File: src/rtl/i2c_cmd_sequencer.sv
// Transaction sequencer between the APB register file and the byte-level I2C engine.
// Runs START, address, N data bytes and STOP, one engine op at a time, with timeout abort.
module i2c_cmd_sequencer #(
  parameter int unsigned TIMEOUT = 4096,
  parameter int unsigned CW      = 13
) (
  input  logic       PCLK,
  input  logic       PRESETn,
  input  logic       cmd_valid,
  input  logic       cmd_rw,
  input  logic [6:0] cmd_addr,
  input  logic [3:0] cmd_len,
  input  logic       tx_empty,
  input  logic [7:0] tx_data,
  output logic       tx_rd,
  input  logic       rx_full,
  output logic [7:0] rx_data,
  output logic       rx_wr,
  output logic       eng_start,
  output logic       eng_stop,
  output logic       eng_write,
  output logic       eng_read,
  output logic       eng_ack_out,
  output logic [7:0] eng_din,
  input  logic [7:0] eng_dout,
  input  logic       eng_ack_in,
  input  logic       eng_done,
  output logic       eng_abort,
  output logic       busy,
  output logic       done,
  output logic       nack_err,
  output logic       timeout_err
);

  typedef enum logic [2:0] {
    S_IDLE,
    S_START,
    S_ADDR,
    S_WAIT_TX,
    S_WRITE,
    S_READ,
    S_WAIT_RX,
    S_STOP
  } state_t;

  state_t          state_q, state_d;
  logic            issued_q, issued_d;
  logic            rw_q;
  logic [3:0]      rem_q;
  logic [7:0]      din_q;
  logic [7:0]      rx_data_q;
  logic            rx_wr_q;
  logic [CW-1:0]   cnt_q;
  logic            nack_q;
  logic            tout_q;

  logic            latch_cmd;
  logic            load_din;
  logic            dec_rem;
  logic            capture_rx;
  logic            rx_wr_set;
  logic            push_now;
  logic            set_nack;
  logic            abort_txn;
  logic            strobe;
  logic            waiting;
  logic            tout_hit;

  // An op is outstanding once its strobe has been issued and until eng_done.
  assign waiting  = issued_q && !eng_done;
  assign tout_hit = waiting && (cnt_q == CW'(TIMEOUT - 1));

  always_comb begin
    state_d     = state_q;
    issued_d    = issued_q;
    latch_cmd   = 1'b0;
    load_din    = 1'b0;
    dec_rem     = 1'b0;
    capture_rx  = 1'b0;
    rx_wr_set   = 1'b0;
    push_now    = 1'b0;
    set_nack    = 1'b0;
    abort_txn   = 1'b0;
    tx_rd       = 1'b0;
    eng_start   = 1'b0;
    eng_stop    = 1'b0;
    eng_write   = 1'b0;
    eng_read    = 1'b0;
    eng_ack_out = 1'b0;
    eng_din     = din_q;
    eng_abort   = 1'b0;
    done        = 1'b0;

    case (state_q)
      S_IDLE: begin
        if (cmd_valid) begin
          latch_cmd = 1'b1;
          issued_d  = 1'b0;
          state_d   = S_START;
        end
      end
      S_START: begin
        if (!issued_q) begin
          eng_start = 1'b1;
          issued_d  = 1'b1;
        end else if (eng_done) begin
          issued_d = 1'b0;
          state_d  = S_ADDR;
        end else if (tout_hit) begin
          abort_txn = 1'b1;
        end
      end
      S_ADDR: begin
        if (!issued_q) begin
          eng_write = 1'b1;
          issued_d  = 1'b1;
        end else if (eng_done) begin
          issued_d = 1'b0;
          if (eng_ack_in) begin
            set_nack = 1'b1;
            state_d  = S_STOP;
          end else if (rem_q == 4'd0) begin
            state_d = S_STOP;
          end else if (!rw_q) begin
            state_d = S_WAIT_TX;
          end else begin
            state_d = S_READ;
          end
        end else if (tout_hit) begin
          abort_txn = 1'b1;
        end
      end
      S_WAIT_TX: begin
        // Pop and write share one cycle, so WRITE is entered with its strobe already issued.
        if (!tx_empty) begin
          tx_rd     = 1'b1;
          eng_write = 1'b1;
          eng_din   = tx_data;
          load_din  = 1'b1;
          issued_d  = 1'b1;
          state_d   = S_WRITE;
        end
      end
      S_WRITE: begin
        if (eng_done) begin
          issued_d = 1'b0;
          if (eng_ack_in) begin
            set_nack = 1'b1;
            state_d  = S_STOP;
          end else begin
            dec_rem = 1'b1;
            state_d = (rem_q == 4'd1) ? S_STOP : S_WAIT_TX;
          end
        end else if (tout_hit) begin
          abort_txn = 1'b1;
        end
      end
      S_READ: begin
        if (!issued_q) begin
          eng_read    = 1'b1;
          eng_ack_out = (rem_q == 4'd1);
          issued_d    = 1'b1;
        end else if (eng_done) begin
          issued_d   = 1'b0;
          capture_rx = 1'b1;
          if (rx_full) begin
            state_d = S_WAIT_RX;
          end else begin
            rx_wr_set = 1'b1;
            dec_rem   = 1'b1;
            state_d   = (rem_q == 4'd1) ? S_STOP : S_READ;
          end
        end else if (tout_hit) begin
          abort_txn = 1'b1;
        end
      end
      S_WAIT_RX: begin
        if (!rx_full) begin
          push_now = 1'b1;
          dec_rem  = 1'b1;
          state_d  = (rem_q == 4'd1) ? S_STOP : S_READ;
        end
      end
      S_STOP: begin
        if (!issued_q) begin
          eng_stop = 1'b1;
          issued_d = 1'b1;
        end else if (eng_done) begin
          done     = 1'b1;
          issued_d = 1'b0;
          state_d  = S_IDLE;
        end else if (tout_hit) begin
          abort_txn = 1'b1;
        end
      end
      default: begin
        state_d  = S_IDLE;
        issued_d = 1'b0;
      end
    endcase

    if (abort_txn) begin
      eng_abort = 1'b1;
      done      = 1'b1;
      issued_d  = 1'b0;
      state_d   = S_IDLE;
    end

    strobe = eng_start | eng_stop | eng_write | eng_read;
    busy   = (state_q != S_IDLE) && !done;
  end

  always_ff @(posedge PCLK or negedge PRESETn) begin
    if (!PRESETn) begin
      state_q   <= S_IDLE;
      issued_q  <= 1'b0;
      rw_q      <= 1'b0;
      rem_q     <= '0;
      din_q     <= '0;
      rx_data_q <= '0;
      rx_wr_q   <= 1'b0;
      cnt_q     <= '0;
      nack_q    <= 1'b0;
      tout_q    <= 1'b0;
    end else begin
      state_q  <= state_d;
      issued_q <= issued_d;
      rx_wr_q  <= rx_wr_set;

      if (latch_cmd) begin
        rw_q   <= cmd_rw;
        rem_q  <= cmd_len;
        din_q  <= {cmd_addr, cmd_rw};
        nack_q <= 1'b0;
        tout_q <= 1'b0;
      end else begin
        if (dec_rem) rem_q <= rem_q - 4'd1;
        if (load_din) din_q <= tx_data;
        if (set_nack) nack_q <= 1'b1;
        if (abort_txn) tout_q <= 1'b1;
      end

      if (capture_rx) rx_data_q <= eng_dout;

      if (strobe) begin
        cnt_q <= '0;
      end else if (waiting) begin
        cnt_q <= cnt_q + CW'(1);
      end else begin
        cnt_q <= '0;
      end
    end
  end

  assign rx_data     = rx_data_q;
  assign rx_wr       = rx_wr_q | push_now;
  assign nack_err    = nack_q;
  assign timeout_err = tout_q;

endmodule
File: config.mk
export PLATFORM = sky130hd
export DESIGN_NAME = i2c_cmd_sequencer
export DESIGN_NICKNAME = d
export VERILOG_FILES = /design/src/rtl/i2c_cmd_sequencer.sv
export SDC_FILE = /design/constraint.sdc
export NUM_CORES = 1
export LEC_CHECK = 0
export ABC_AREA = 0
export CORE_MARGIN = 4
export CORE_UTILIZATION = 30
export DETAILED_ROUTE_END_ITERATION = 12
export PLACE_DENSITY = 0.65
export SETUP_SLACK_MARGIN = 0.5
export SLEW_MARGIN = 20
export SYNTH_ARGS = -nofsm -noshare
export SYNTH_HDL_FRONTEND = slang
export SYNTH_SLANG_ARGS = --single-unit
File: constraint.sdc
create_clock -name PCLK -period 2.2 [get_ports PCLK]
set_clock_uncertainty 0.15 [all_clocks]
set_input_delay 0.44 -clock PCLK [delete_from_list [all_inputs] [get_ports PCLK]]
set_output_delay 0.44 -clock PCLK [all_outputs]
set_load 0.02 [all_outputs]
==> flow_summary.json, run 1 <==
{
  "cts-hold-fix-buffers": 0,
  "start_util_pct": 31.5,
  "drive_gt1_share_pct": 48.0,
  "place.detailed.hpwl_um": 4740,
  "path_cells": "buf_6 > and2b_4 > a2111oi_4 > nand2_1 > nor2_4 > buf_6 > nor2_2 > buf_6",
  "num_rows": 31,
  "fmax_mhz": 416,
  "vias": 2307,
  "grt_pass1_wl_um": 11600,
  "fin_ws_ps": -202,
  "die-width_um": 96.0,
  "final_cell_mix": "52 x buf_4, 43 x buf_6, 40 x dfrtp_1, 31 x clkdlybuf4s50_1, 25 x nor2_1",
  "dieArea_um2": 9210,
  "hold_violations": 0,
  "layout_commonest_cell": "buf_4",
  "ir_worst_vdd_mv": 0.450,
  "drtIter0Drc": 75,
  "core-area_um2": 7370,
  "min_path_type": "in -> async",
  "crit_path_start_kind": "register",
  "syn_to_final_growth_pct": 82.4,
  "io_pins": 63,
  "ant_nets": 0,
  "slowest_stage": "dfrtp_1",
  "cts_buffer_depth": 2,
  "synth_top_area_share_pct": 44.2,
  "grt_pass1_vias": 2421,
  "crit_fanout": 3,
  "routed_wirelength_um": 7120,
  "synth-simple-area-share_pct": 21.0,
  "worst_hold_slack_ps": 60.5,
  "dieHeight_um": 96.0,
  "numCtsBuffers": 5,
  "path_clk_slew_ps": 80,
  "setup_viol": 13,
  "htreeDepth": 2,
  "cp_top_family": "simple AND/OR/NAND/NOR gates",
  "synth_xor_area_share_pct": 5.28,
  "fin_crit_ps": 2400,
  "cp_num_cells": 8,
  "synth.area.mux_share_pct": 11.6,
  "antenna_found_initial": 0,
  "clockRootBuffer": "clkbuf_8",
  "slew_viol_final": 0,
  "cp.required_ps": 1610,
  "antennaDiodeCount": 0,
  "syn_nets": 271,
  "violations": "setup timing",
  "synth_top_area_cell": "dfrtp_1",
  "grt_overflow": 0,
  "critPathMostFrequentCell": "buf_6",
  "cp-startpoint": "state_q[1]",
  "placedCellCount": 433,
  "final_cell_area_um2": 4240,
  "power_leakage_nw": 1.91,
  "grt_max_degree": 42,
  "worst_ep_arrival_time_ps": 1810,
  "synth-seq-cells": 41,
  "synth_top_family_by_area": "simple AND/OR/NAND/NOR gates",
  "max_slew_margin_pct": 64.7,
  "synth_area_leaders": "dfrtp_1 44%, mux2_2 12%, nor2_1 4.5%",
  "crit_type": "reg -> out",
  "place_area_um2": 3520,
  "synth_warnings": 0,
  "grt_use_total_pct": 16.2,
  "clk_latency_ps": 290,
  "ys_seq_area_share_pct": 44.2,
  "critPathMaxStageDelay_ps": 410,
  "cts_tree": "done",
  "routabilityCongestion": 0.834,
  "cp-end-kind": "output port",
  "synthDistinctLibCells": 52,
  "synth_fa_ha_area_share_pct": 2.16,
  "reg2reg_from": "state_q[1]",
  "final_nets": 413,
  "wl_per_cell_um": 15.0,
  "worst_pin_slew_ps": 530,
  "fin_crit_sh_pct": 109,
  "status": "finished with violations",
  "reg2reg_depth": 12,
  "syn_area_per_cell_um2": 10.0,
  "vias_per_cell": 4.87,
  "power_density_nw_per_um2": 1340,
  "drc": 0,
  "synthCells": 232,
  "firstDrtPassIters": 4,
  "syn-cell-area_um2": 2320,
  "cap_violations": 0,
  "portBuffers": 62,
  "cp_num_buf_inv": 3,
  "cts_sinks": 41,
  "synth_compound_area_share_pct": 10.7,
  "rsz0062_at_grt": "yes",
  "layout.cells.non_filler": 474
}
cells in the mapped netlist, drive strengths merged:
cell and number:
nand3b 2, and3 1, nor2 29, inv 9, nand2 19, mux2 24, nor3b 4, a31oi 1
or3b 1, xnor2 10, nor2b 2, o22ai 2, a2111oi 1, nor4 1, nand4 4, a221oi 1
a211oi 2, xor2 4, and2b 1, nand3 9, o311ai 1, buf 10, o31a 1, nand2b 3
dfrtp 41, o21a 4, a21oi 5, o21ai 9, or3 4, a311oi 2, nor3 10, o31ai 1
clkbuf 1, o211ai 1, clkinv 1, ha 4, or2 3, a21o 1, o41ai 1, o21bai 1
or4bb 1
flip-flops by register name, indices dropped and copies added (netlist names):
| register | cells |
|---|---|
| cnt_q | 13 |
| din_q | 8 |
| issued_q | 1 |
| nack_err | 1 |
| rem_q | 4 |
| rw_q | 1 |
| rx_data | 8 |
| rx_wr_q | 1 |
| state_q | 3 |
| timeout_err | 1 |
cell families (layout without fill, tap and decap cells):
logic type | count (synthesis) | after routing
muxes | 24 | 24
xor gates and xnor gates | 14 | 14
adders and majority gates | 4 | 4
and+or+nand+nor | 94 | 94
AOI/OAI and AO/OA | 34 | 34
buffers and inverters | 21 | 164
DFF | 41 | 41
report_power, final:
part | internal (W) | total, W | switching (W)
logic | 0.00210 | 0.00389 | 0.00178
registers | 0.00102 | 0.00115 | 0.000137
clock network | 0.000370 | 0.000626 | 0.000255
worst paths after layout:
check | endpoint | slack, ps
worst max-delay path | busy | -200
worst min-delay path | din_q[3] | 60
worst max register to register | state_q[1] | -70
worst min register to register | rx_data[3] | 360
max in group asynchronous | state_q[0] | 1460
min in group PCLK | rx_data[3] | 360
layout make-up:
class,instances,area (µm²)
inverter,10,52.6
clock inverter,1,30.0
sequential,41,1030
multi-input combinational,170,1500
tap,99,124
clock buffer,7,86.3
timing repair buffer,145,1410
fill,623,3130
timing repair inverter,1,11.3
metal layers:
layer	wire length, µm	track usage, %
met1	3140	20.5
met2	3490	27.1
met3	340	3.44
met4	146	5.57
met5	0	0
through the flow:
stage               util [%]  worst slack (ps)  setup TNS [ps]  total power (W)
floorplan                  -               105               0          0.00293
global placement        47.7              -756           -7800          0.00393
detailed placement      47.7              -769           -7980          0.00397
CTS                     55.6              -232           -2180          0.00542
global route            57.5              -293           -2690          0.00601
finish                  57.5              -202           -1550          0.00567
repair_timing:
action,in CTS,in global routing
pin swaps,27,15
endpoints found under the hold margin,0,0
setup buffers,23,8
resized for setup,186,23
setup endpoints to repair,68,59
gates cloned,2,0
(Power assumes the default switching activity.)
==> run 2: changes to the inputs <==
Settings changed: SLEW_MARGIN 20 to 30.
==> results of run 2 <==
No change in the layout: final DEF, timing and power equal those of run 1.
==> patch 1, RTL diff (config.mk and constraints of run 1) <==
Change the parameter `CW` from 13 to 15.
--- a/src/rtl/i2c_cmd_sequencer.sv
+++ b/src/rtl/i2c_cmd_sequencer.sv
@@ -2,7 +2,7 @@
 // Runs START, address, N data bytes and STOP, one engine op at a time, with timeout abort.
 module i2c_cmd_sequencer #(
   parameter int unsigned TIMEOUT = 4096,
-  parameter int unsigned CW      = 13
+  parameter int unsigned CW      = 15
 ) (
   input  logic       PCLK,
   input  logic       PRESETn,
Behaviour: same outputs for any inputs over 10 cycles, from zero or initial values and one cycle with PRESETn low; that may be too few to reach the edited logic, so the function may still have changed.
==> patch 1 against run 1 <==
- the flow still finishes with violations (negative setup slack)
- core utilization grew 0.62 points
- cell count grew 3.0%
- setup slack gained 0.047 ns
- power down 4.4%
- sequential cell count grew 2
- wire length grew 16%
- synthesized area increased by 7.3%
- count of clock-buffer cells in the layout fell by 1
- non-clock buffer count up 7
- final area increased by 8.2%
- sequential share of layout area is 0.74 points lower
- largest cell class unchanged
==> patch 1: results <==
[outcome]
status = "complete, but fails checks"
failed_checks = "negative setup slack"

[hold_path]
worstHoldPathType = "reg -> reg"

[place]
placed_cells = 447
pre_cts_slack_ns = -0.5799
gp_congestion = 0.8767
dpl_cell_area_mm2 = 0.003680

[finish]
largest_register_ff_count = 15
final_layout_size_suffix_gt1_share_pct = 55.44
nFillCells = 650
fin_nets = 425

[power_and_ir_drop]
ir_worst_vdd_uv = 522.2
leakage_uw = 0.001981

[route]
wl_per_cell_um = 16.84
drt-vias-per-instance = 5.025
drt-total-wl_um = 8218
drt_iter0_markers = 65

[setup_path]
arrival_ns = 1.76

[logic_synthesis]
ys_types = 59
synth_commonest_cells = "dfrtp_1, nor2_1, mux2_2"
synthTopCellsByArea = "dfrtp_1, mux2_2, xor2_1"
yosys_most_used_dff = "dfrtp_1"
seq_area_frac_synth_pct = 43.17
synthesis.nets = 275

[global_route]
grt_pass1_vias = 2521
grt_pass1_wl_um = 12700
grt_max_degree = 22
grt_use_total_pct = 16.08

[timing]
setup_viol = 12
setup_ws_ns = -0.1545
tns_ns = -0.9823

[cts]
clk_latency_ns = 0.30
## patch 1: cell types whose count changed in the layout (fill, tap and decap cells not counted), sizes merged, moves of 3 or more
cell,run 1,this run
o21ai,9,5
nand2,19,14
xor2,4,13
and4,0,4
buf,102,108
xnor2,10,3
nor3b,4,0
inv,10,6
nor2,29,32
a21oi,5,9
## patch 1: cell families (layout without fill, tap and decap cells)
group                    Yosys count  in the layout  share of synthesized area, %
multiplexers                      25             25                         11.45
flip-flops                        43             43                         43.17
adder cells (fa/ha/maj)            4              4                         2.008
AO/OA/AOI/OAI                     33             33                         9.639
AND/OR/NAND/NOR                   99            101                         24.05
XOR/XNOR                          16             16                         5.623
buffers and inverters             16            164                         4.066
## patch 1: metal layers
metal  track usage, %  wire length, um  vias up
met5                0                0        -
met2            27.43             4133       83
met3            3.226              439       15
met4            5.777              205        0
li1                 -                -     1142
met1            20.18             3440     1212
## patch 1: stage by stage
step                      total power (uW)  util [%]
after global routing                  5727     58.09
after detailed placement              3815     46.65
after floorplan                       2768         -
after CTS                             4989     54.74
final                                 5416     58.09
after global placement                3787     46.65
## patch 1: what timing repair did
action,CTS,global route
resized for setup,189,51
hold buffers,1,0
endpoints found under the hold margin,19,0
endpoints found under the setup margin,69,61
pin swaps,29,27
cloned,4,0
buffers inserted,20,9
## patch 1: layout make-up
cell class	instances	area (um^2)	share of cell area (%)
sequential	43	1077	23.51
clock buffer	6	82.58	1.802
multi-input combinational	179	1787	39.00
inverter	5	23.77	0.5188
clock inverter	1	8.758	0.1912
tap	102	127.6	2.785
timing repair buffer	152	1475	32.20
## patch 1: worst paths after layout
kind	cells past startpoint	from	to	slack, ns
worst max-delay path	7	state_q[2]	busy	-0.15
worst min-delay path	1	rx_data[4]	rx_data[4]	0.36
worst max register to register	10	state_q[0]	rem_q[3]	0.15
worst min register to register	1	rx_data[4]	rx_data[4]	0.36
max in group asynchronous	3	PRESETn	rem_q[2]	0.80
min in group asynchronous	2	PRESETn	cnt_q[14]	0.49
## patch 1: where the power goes
part | internal, uW | total (uW) | switching (uW)
Sequential | 1050 | 1220 | 171
Clock | 253 | 543 | 290
Combinational | 1940 | 3650 | 1710
## patch 1: worst max-delay path: stages, from the launching register on
cell      delay (ns)
dfrtp_2         0.45
buf_6           0.14
nand3b_1        0.11
nand4b_1        0.17
nor3_4          0.31
buf_6           0.15
nor2_4          0.03
buf_6           0.12
==> patch 2, RTL diff (config.mk and constraints of run 1) <==
Made on the original files. Register the output `timeout_err` once more, cleared by the reset; this adds one clock of latency there. The other outputs are not delayed to match.
--- a/src/rtl/i2c_cmd_sequencer.sv
+++ b/src/rtl/i2c_cmd_sequencer.sv
@@ -255,6 +255,12 @@
   assign rx_data     = rx_data_q;
   assign rx_wr       = rx_wr_q | push_now;
   assign nack_err    = nack_q;
-  assign timeout_err = tout_q;
+  always_ff @(posedge PCLK or negedge PRESETn) begin
+    if (!PRESETn) begin
+      timeout_err <= '0;
+    end else begin
+      timeout_err <= tout_q;
+    end
+  end
 
 endmodule
Formal check against the unedited RTL: no difference found for any inputs over 10 cycles, from zero or initial values and one cycle with PRESETn low; that may be too few to reach the edited logic, so the function may still have changed.
==> patch 2 against run 1 <==
- the flow still finishes with violations (negative setup slack)
- setup slack got worse by 0.070 ns
- sequential cell count rose by 1
- fmax fell by 2.8%
- core utilization fell by 1.9 points
- final area fell by 2.8%
- non-clock buffer count fell by 7
- global-route usage fell by 0.25 points
- synthesized cell count rose by 0.43%
- sequential share of layout area rose by 1.3 points
- die area rose by 0.99%
- synthesized area rose by 1.1%
- critical path type unchanged
- highest routed layer unchanged
- wire length rose by 2.5%
- count of clock-buffer cells in the layout fell by 2
- power fell by 4.8%
==> patch 2: results <==
[outcome]
status = "complete, but fails checks"
failed_checks = "negative setup slack"

[global_route]
grt_pass1_vias = 2362
grt_max_degree = 17
grt_use_total_pct = 15.92
grt_pass1_wl_um = 11450

[timing]
setup_viol = 12
slew_headroom_pct = 70.56
setup_ws_ns = -0.2715

[logic_synthesis]
synthTopCellsByArea = "dfrtp_1, mux2_2, nor2_1"
synth_commonest_cells = "dfrtp_1, nor2_1, mux2_2"
syn_inst = 233

[place]
post-dp-hpwl_um = 4683
gp_congestion = 0.8335

[setup_path]
reg2reg_depth = 10
r2r_slack_ns = -0.01
arrival_ns = 1.88
cp_max_fo = 4

[finish]
nFillCells = 611
fin_nets = 408

[route]
wl_per_cell_um = 15.55
drt_iter0_markers = 151
drt-vias-per-instance = 4.840

[cts]
ctsRootBufferMaster = "clkbuf_8"

[power_and_ir_drop]
ir_worst_vdd_uv = 652.9
p_sw_uw = 2187
clock_power_share_pct = 11.6

[hold_path]
worstHoldPathType = "reg -> reg"
[patch 2: cell count changes after synthesis, sizes merged]
cell and delta:
dfrtp +1
[patch 2: layout make-up]
| class | instances | share of cell area, % |
|---|---|---|
| Inverter | 10 | 1.155 |
| Timing Repair inverter | 1 | 0.2128 |
| Clock buffer | 5 | 1.672 |
| Timing Repair Buffer | 138 | 30.76 |
| Sequential cell | 42 | 25.56 |
| Clock inverter | 3 | 1.094 |
| Multi-Input combinational cell | 171 | 36.53 |
| Tap cell | 99 | 3.009 |
[patch 2: metrics by stage]
stage / hold WS [ns] / area (um^2) / setup WS, ns / TNS, ns / total power [uW]
after global placement: 0.2362 / 3536 / -0.7987 / -7.963 / 3930
after global routing: 0.2751 / 4116 / -0.3266 / -3.367 / 5695
after CTS: 0.2716 / 4018 / -0.2871 / -2.961 / 5138
after detailed placement: 0.2376 / 3536 / -0.8218 / -8.320 / 3959
after floorplan: -0.005591 / 2499 / 0.1046 / 0 / 2945
final: 0.2609 / 4116 / -0.2715 / -2.549 / 5392
[patch 2: worst max-delay path by stage]
stage / from / to / slack [ns]
after global placement: eng_done / done / -0.80
final: state_q[1] / done / -0.27
after floorplan: state_q[1] / done / 0.10
after detailed placement: eng_done / done / -0.82
after CTS: state_q[1] / done / -0.29
after global routing: state_q[1] / done / -0.33
[patch 2: cell families after synthesis]
family | Yosys count | synth area share [%]
xor+xnor | 14 | 5.224
compound gates | 34 | 10.56
fa+ha+maj | 4 | 2.132
mux | 24 | 11.51
simple gates | 94 | 20.79
buf+inv | 21 | 5.010
flops | 42 | 44.78
[patch 2: routing by layer]
metal | vias up | track usage (%) | wire, um
met1 | 1079 | 21.28 | 3236
met2 | 92 | 25.57 | 3430
met5 | - | 0 | 0
li1 | 1085 | - | -
met3 | 14 | 4.183 | 504
met4 | 0 | 4.206 | 122
[patch 2: power by group through the flow]
stage               clock network, uW  logic, uW  registers, uW
floorplan                           0       1680           1270
detailed placement                  0       2760           1200
global route                      672       3800           1230
CTS                               648       3300           1190
global placement                    0       2740           1190
finish                            625       3570           1200
[patch 2: critical path, stage by stage, from the launching register on]
cell       delay [ns]
dfrtp_1          0.42
buf_6            0.13
and2b_4          0.17
a2111oi_4        0.28
nand2_1          0.13
nor2_4           0.18
nand2b_4         0.16
buf_6            0.11
[patch 2: timing repair]
item / in CTS / in global routing
pin swaps: 18 / 22
cloned: 3 / 1
gates resized for setup: 167 / 13
endpoints found under the hold margin: 13 / 0
endpoints found under the setup margin: 68 / 59
hold buffers: 1 / 0
buffers inserted: 18 / 5
